<file path="config.mk">
export PLATFORM = sky130hd
export DESIGN_NAME = imem_boot_ctrl_flat
export DESIGN_NICKNAME = d
export VERILOG_FILES = /design/src/rtl/imem_boot_ctrl_if.sv /design/src/rtl/imem_boot_ctrl.sv /design/src/flat_wrapper.sv
export SDC_FILE = /design/constraint.sdc
export NUM_CORES = 1
export LEC_CHECK = 0
export ABC_AREA = 0
export CORE_MARGIN = 8
export CORE_UTILIZATION = 50
export DETAILED_ROUTE_END_ITERATION = 10
export PLACE_DENSITY = 0.81
export RECOVER_POWER = 50
export SYNTH_ARGS = -nofsm -noshare
export SYNTH_HDL_FRONTEND = slang
export SYNTH_SLANG_ARGS = --single-unit
export TNS_END_PERCENT = 10
</file>
<file path="constraint.sdc">
create_clock -name clk -period 5.2 [get_ports clk]
set_input_delay 1.56 -clock clk [delete_from_list [all_inputs] [get_ports clk]]
set_output_delay 1.56 -clock clk [all_outputs]
set_load 0.01 [all_outputs]
</file>
<file path="src/rtl/imem_boot_ctrl_if.sv">
// Program word stream into the instruction-memory boot loader.
// master = stream source, slave = loader.
interface imem_boot_ctrl_if;
    logic        s_valid;
    logic        s_ready;
    logic [31:0] s_data;

    modport master (
        output s_valid,
        output s_data,
        input  s_ready
    );

    modport slave (
        input  s_valid,
        input  s_data,
        output s_ready
    );
endinterface

</file>
<file path="src/rtl/imem_boot_ctrl.sv">
// Instruction-memory boot sequencer: stream load, sum-verify readback,
// then hand the memory read port to the core fetch PC.
module imem_boot_ctrl #(
    parameter  int DEPTH = 1024,
    localparam int AW    = $clog2(DEPTH)
) (
    input  logic                 clk,
    input  logic                 rst,
    input  logic                 start,
    input  logic [AW:0]          load_len,
    imem_boot_ctrl_if.slave      s,
    input  logic [31:0]          core_pc_word,
    output logic                 core_run,
    output logic [31:0]          imem_addr_word,
    input  logic [31:0]          imem_instr,
    output logic                 imem_we,
    output logic [AW-1:0]        imem_waddr,
    output logic [31:0]          imem_wdata,
    output logic                 busy,
    output logic                 done,
    output logic                 error,
    output logic [31:0]          checksum
);

    localparam logic [2:0] IDLE   = 3'd0;
    localparam logic [2:0] LOAD   = 3'd1;
    localparam logic [2:0] VERIFY = 3'd2;
    localparam logic [2:0] RUN    = 3'd3;
    localparam logic [2:0] ERR    = 3'd4;

    localparam logic [AW:0] DEPTH_W = (AW+1)'(DEPTH);

    logic [2:0]  state;
    logic [AW:0] wr_ptr;
    logic [AW:0] rd_ptr;
    logic [AW:0] len_q;
    logic [31:0] vsum;

    logic        can_start;
    logic        len_ok;
    logic        last_wr;
    logic        last_rd;
    logic [31:0] vsum_nxt;

    assign can_start = start &&
        (state == IDLE || state == RUN || state == ERR);
    assign len_ok   = (load_len != '0) && (load_len <= DEPTH_W);
    assign last_wr  = (wr_ptr == len_q - 1'b1);
    assign last_rd  = (rd_ptr == len_q - 1'b1);
    assign vsum_nxt = vsum + imem_instr;

    // Writes are masked during reset so an in-flight beat is not committed.
    always_comb begin
        s.s_ready      = (state == LOAD) && !rst;
        imem_we        = s.s_ready && s.s_valid;
        imem_waddr     = wr_ptr[AW-1:0];
        imem_wdata     = s.s_data;
        busy           = (state == LOAD) || (state == VERIFY);
        done           = (state == RUN);
        core_run       = (state == RUN);
        error          = (state == ERR);
        imem_addr_word = '0;
        if (state == VERIFY)
            imem_addr_word = 32'(rd_ptr);
        else if (state == RUN)
            imem_addr_word = core_pc_word;
    end

    always_ff @(posedge clk) begin
        if (rst) begin
            state    <= IDLE;
            wr_ptr   <= '0;
            rd_ptr   <= '0;
            len_q    <= '0;
            checksum <= '0;
            vsum     <= '0;
        end else begin
            unique case (state)
                IDLE, RUN, ERR: begin
                    if (can_start) begin
                        if (len_ok) begin
                            len_q    <= load_len;
                            wr_ptr   <= '0;
                            rd_ptr   <= '0;
                            checksum <= '0;
                            vsum     <= '0;
                            state    <= LOAD;
                        end else begin
                            state    <= ERR;
                        end
                    end
                end
                LOAD: begin
                    if (s.s_valid) begin
                        checksum <= checksum + s.s_data;
                        wr_ptr   <= wr_ptr + 1'b1;
                        if (last_wr)
                            state <= VERIFY;
                    end
                end
                VERIFY: begin
                    vsum   <= vsum_nxt;
                    rd_ptr <= rd_ptr + 1'b1;
                    if (last_rd)
                        state <= (vsum_nxt == checksum) ? RUN : ERR;
                end
                default: state <= IDLE;
            endcase
        end
    end

endmodule

</file>
<file path="src/flat_wrapper.sv">
// flat-port wrapper written by rule: the top's interface ports become plain ports
module imem_boot_ctrl_flat 
#(
    parameter  int DEPTH = 1024,
    localparam int AW    = $clog2(DEPTH)
)
  (clk, rst, start, load_len, core_pc_word, core_run, imem_addr_word, imem_instr, imem_we, imem_waddr, imem_wdata, busy, done, error, checksum, s_s_valid, s_s_data, s_s_ready);
  imem_boot_ctrl_if s_i ();
  input  logic clk;
  input  logic rst;
  input  logic start;
  input  logic [AW:0] load_len;
  input  logic [31:0] core_pc_word;
  output logic core_run;
  output logic [31:0] imem_addr_word;
  input  logic [31:0] imem_instr;
  output logic imem_we;
  output logic [AW-1:0] imem_waddr;
  output logic [31:0] imem_wdata;
  output logic busy;
  output logic done;
  output logic error;
  output logic [31:0] checksum;
  input wire logic [$bits(s_i.s_valid)-1:0] s_s_valid;
  input wire logic [$bits(s_i.s_data)-1:0] s_s_data;
  output wire logic [$bits(s_i.s_ready)-1:0] s_s_ready;
  assign s_i.s_valid = s_s_valid;
  assign s_i.s_data = s_s_data;
  assign s_s_ready = s_i.s_ready;
  imem_boot_ctrl #(.DEPTH(DEPTH)) u_core (.clk(clk), .rst(rst), .start(start), .load_len(load_len), .s(s_i), .core_pc_word(core_pc_word), .core_run(core_run), .imem_addr_word(imem_addr_word), .imem_instr(imem_instr), .imem_we(imem_we), .imem_waddr(imem_waddr), .imem_wdata(imem_wdata), .busy(busy), .done(done), .error(error), .checksum(checksum));
endmodule
</file>
==> summary.md <==
| Metric | Value |
|---|---|
| Run status | finished, final reports clean |
| Hold Buf Count CTS | 0 |
| Clock buffer count from CTS | 9 |
| Die Y | 148 µm |
| Max_cap viols | 0 |
| Minimum clock period | 5000 ps |
| Max Slew Vio Count | 0 |
| Comb power frac | 0.538 |
| Final #Nets | 1481 |
| Internal power | 2.13 mW |
| Area Growth Syn to Fin | 29.3% |
| Crit-path max cell delay | 600 ps |
| Setup CP Type | input port to output port |
| Std cell rows | 48 |
| # port buffers | 222 |
| Async SR Flop Fraction | 0 |
| Synth Cell Area | 8770 µm² |
| Setup Slack @ Placement | -46.9 ps |
| Detailed Route WL | 27700 µm |
| Top sig layer | met4 |
| Slew at the pin with the worst max-slew slack | 1310 ps |
| Worst hold path class | register to register |
| Initial core utilization | 0.509 |
| Root buffer cell | clkbuf_16 |
| Maximum VDD drop | 0.000191 V |
| Cell variety after synth | 76 |
| Share of cells above drive strength 1 | 0.0612 |
| Grt ovf | 0 |
| Critical Path End Type | output port |
| Largest net degree at the start of global routing | 50 |
| Yosys reg bits | 100 |
| RSZ-0062 raised after global routing | false |
| Die area | 22000 µm² |
| Final Setup Violations | 0 |
| Slowest CP cell | clkdlybuf4s50_1 |
| DR vias | 8925 |
| Multi-input gate area | 6150 µm² |
| First-pass GRT wire length | 44300 µm |
| Register area share after synthesis | 0.228 |
| Clock Sinks | 100 |
| # IOs | 223 |
| Sw Share | 0.427 |
| Final period util | 0.962 |
| Routability cong. | 0.927 |
| Design area | 11300 µm² |
| Setup ws final | 199 ps |
| Seq. cell area | 2000 µm² |
| Die width | 148 µm |
| DP HPWL | 21800 µm |
| Static Leak | 4.89 nW |
| Wl on met1 | 12000 µm |
| PD cells | 328 nW/µm² |
| CP cell instances | clkdlybuf4s50_1 -> mux2i_1 -> a2bb2oi_1 -> and2_1 -> nor2b_2 -> clkdlybuf4s50_1 |
| Setup Skew | 5.51 ps |
| H-Tree Level Count | 3 |
| Startpoint Class | input port |
| Post-route ant nets | 0 |
| Initial antenna violation count | 0 |
| Gr usage total | 0.244 |
| Antenna Cells | 0 |
| Max Freq | 0.200 GHz |
| Worst-path fanout max | 4 |
| Wire per inst | 18.1 µm |
| Detailed Route Iter0 Violations | 604 |
| Critical path arrival | 3440 ps |
| Hold Fails Final Rpt | 0 |
| Synth Instances | 1125 |
| Syn. warnings | 0 |
| Avg Inst Size Synth | 7.79 µm² |
| Fill cells | 1503 |
| Top cell by count, worst path | clkdlybuf4s50_1 |
| Metal2 WL | 13100 µm |
| Syn nets | 1303 |
| Worst slew margin | 0.127 |
| Most common cell after layout, fill and taps aside | clkdlybuf4s50_1 |
| Clock network power share | 0.195 |
| Core Region | 17200 µm² |
| Psw | 1.59 mW |
| Via-per-instance ratio | 5.82 |
| Pre-antenna DRT Iters | 5 |
| Met3 wire len | 1980 µm |
| Final TNS setup | 0 ps |
| Sequential power share | 0.267 |
| Most frequent cells in the layout | 175 x clkdlybuf4s50_1, 106 x nor2_1, 100 x dfxtp_1, 97 x a21oi_1, 92 x nand2_1 |
| Worst endpoint required time | 3640 ps |
| Clock Tree Buf Depth | 2 |
| DRC Markers | 0 |
| Clk_lat worst skew | 360 ps |
| Post-synth EDFFs | 0 |
| Vias in the first global route | 8819 |
| Top_reg_cell synth | dfxtp_1 |
| CTS tree | yes |
| Clk slew on worst S/H paths | 70 ps |
| Placed Area | 11000 µm² |
-- flip-flops by register name (all words and copies together) (netlist names) --
register	flops
u_core.state	3
u_core.rd_ptr	11
u_core.len_q	11
u_core.wr_ptr	11
u_core.vsum	32
u_core.checksum	32
-- what timing repair did --
item | CTS | global route
setup buffers | 0 | 0
setup endpoints to repair | 0 | 2
resized for setup | 0 | 2
-- routing by layer --
layer  GRT usage  vias up
met4      0.0765        0
met3      0.0517       56
met2       0.412      313
met5           0        -
li1            -     4387
met1       0.305     4169
-- power groups by stage --
stage | Clock [mW] | Combinational (mW) | Sequential (mW)
2_1_floorplan | 0 | 1.38 | 0.963
3_3_place_gp | 0 | 1.94 | 1.00
3_5_place_dp | 0 | 1.97 | 1.00
4_1_cts | 0.725 | 1.99 | 0.987
5_1_grt | 0.761 | 2.19 | 1.01
6_report | 0.726 | 2.00 | 0.991
-- cell usage after synthesis, types with 3 or more instances --
cell type / number / area share
a211oi_1: 9 / 0.0077
or3b_2: 3 / 0.0030
o21a_1: 16 / 0.014
nor3_1: 19 / 0.011
nor4_1: 10 / 0.0071
o21bai_1: 9 / 0.0077
nor3b_1: 6 / 0.0051
o211ai_1: 4 / 0.0034
or2_2: 4 / 0.0029
a22o_1: 21 / 0.021
a21oi_1: 97 / 0.055
o311ai_0: 3 / 0.0030
or3_1: 7 / 0.0050
dfxtp_1: 100 / 0.23
nand2_1: 92 / 0.039
xnor3_1: 3 / 0.0077
a221oi_1: 3 / 0.0030
nand2b_1: 18 / 0.013
a21o_1: 23 / 0.020
buf_1: 3 / 0.0013
xnor2_1: 60 / 0.060
inv_1: 14 / 0.0060
nor2b_1: 10 / 0.0071
and3_1: 32 / 0.023
clkbuf_1: 47 / 0.020
and4_1: 5 / 0.0050
o21ai_0: 49 / 0.028
nand3_1: 43 / 0.025
o31ai_1: 3 / 0.0026
nor2_1: 106 / 0.045
nand3b_1: 4 / 0.0034
ha_1: 65 / 0.093
buf_4: 43 / 0.037
nand4_1: 20 / 0.014
a22oi_1: 22 / 0.019
a31oi_1: 17 / 0.012
buf_6: 6 / 0.0077
xor2_1: 69 / 0.069
and2_1: 10 / 0.0071
o21ai_1: 3 / 0.0017
-- through the flow --
step	hold slack, ps	std cells	util	total power, mW
2_1_floorplan	440	1125	-	2.34
3_3_place_gp	457	1517	0.639	2.94
4_1_cts	473	1533	0.658	3.70
5_1_grt	491	1533	0.658	3.95
3_5_place_dp	463	1517	0.639	2.97
6_report	472	1533	0.658	3.71
-- final timing paths --
kind	start	to	slack, ps	cells past startpoint
setup / recovery	start	imem_we	200	6
setup reg to reg	u_core.checksum[1]	u_core.checksum[31]	1490	13
hold / removal	u_core.vsum[4]	u_core.vsum[4]	470	2
hold reg to reg	u_core.vsum[4]	u_core.vsum[4]	470	2
-- final cells by class --
cell class | count | area share
multi-input cells | 912 | 0.542
repair buffers | 266 | 0.223
flip-flops and latches | 100 | 0.177
well taps | 225 | 0.0248
clock buffers | 10 | 0.0211
clock inverters | 6 | 0.00696
inverters | 14 | 0.00464
-- kinds of logic after synthesis --
family	synth area share
adder cells (fa/ha/maj)	0.0973
flip-flops	0.228
AND/OR/NAND/NOR	0.229
AO/OA/AOI/OAI	0.229
multiplexers	0.00228
buffers and inverters	0.0719
XOR/XNOR	0.142
-- critical path: cells and delay by family --
family	cells	cell delay [ps]
compound gates	1	210
mux	1	90
buf+inv	2	1120
simple gates	2	460
(Power assumes the default switching activity.)
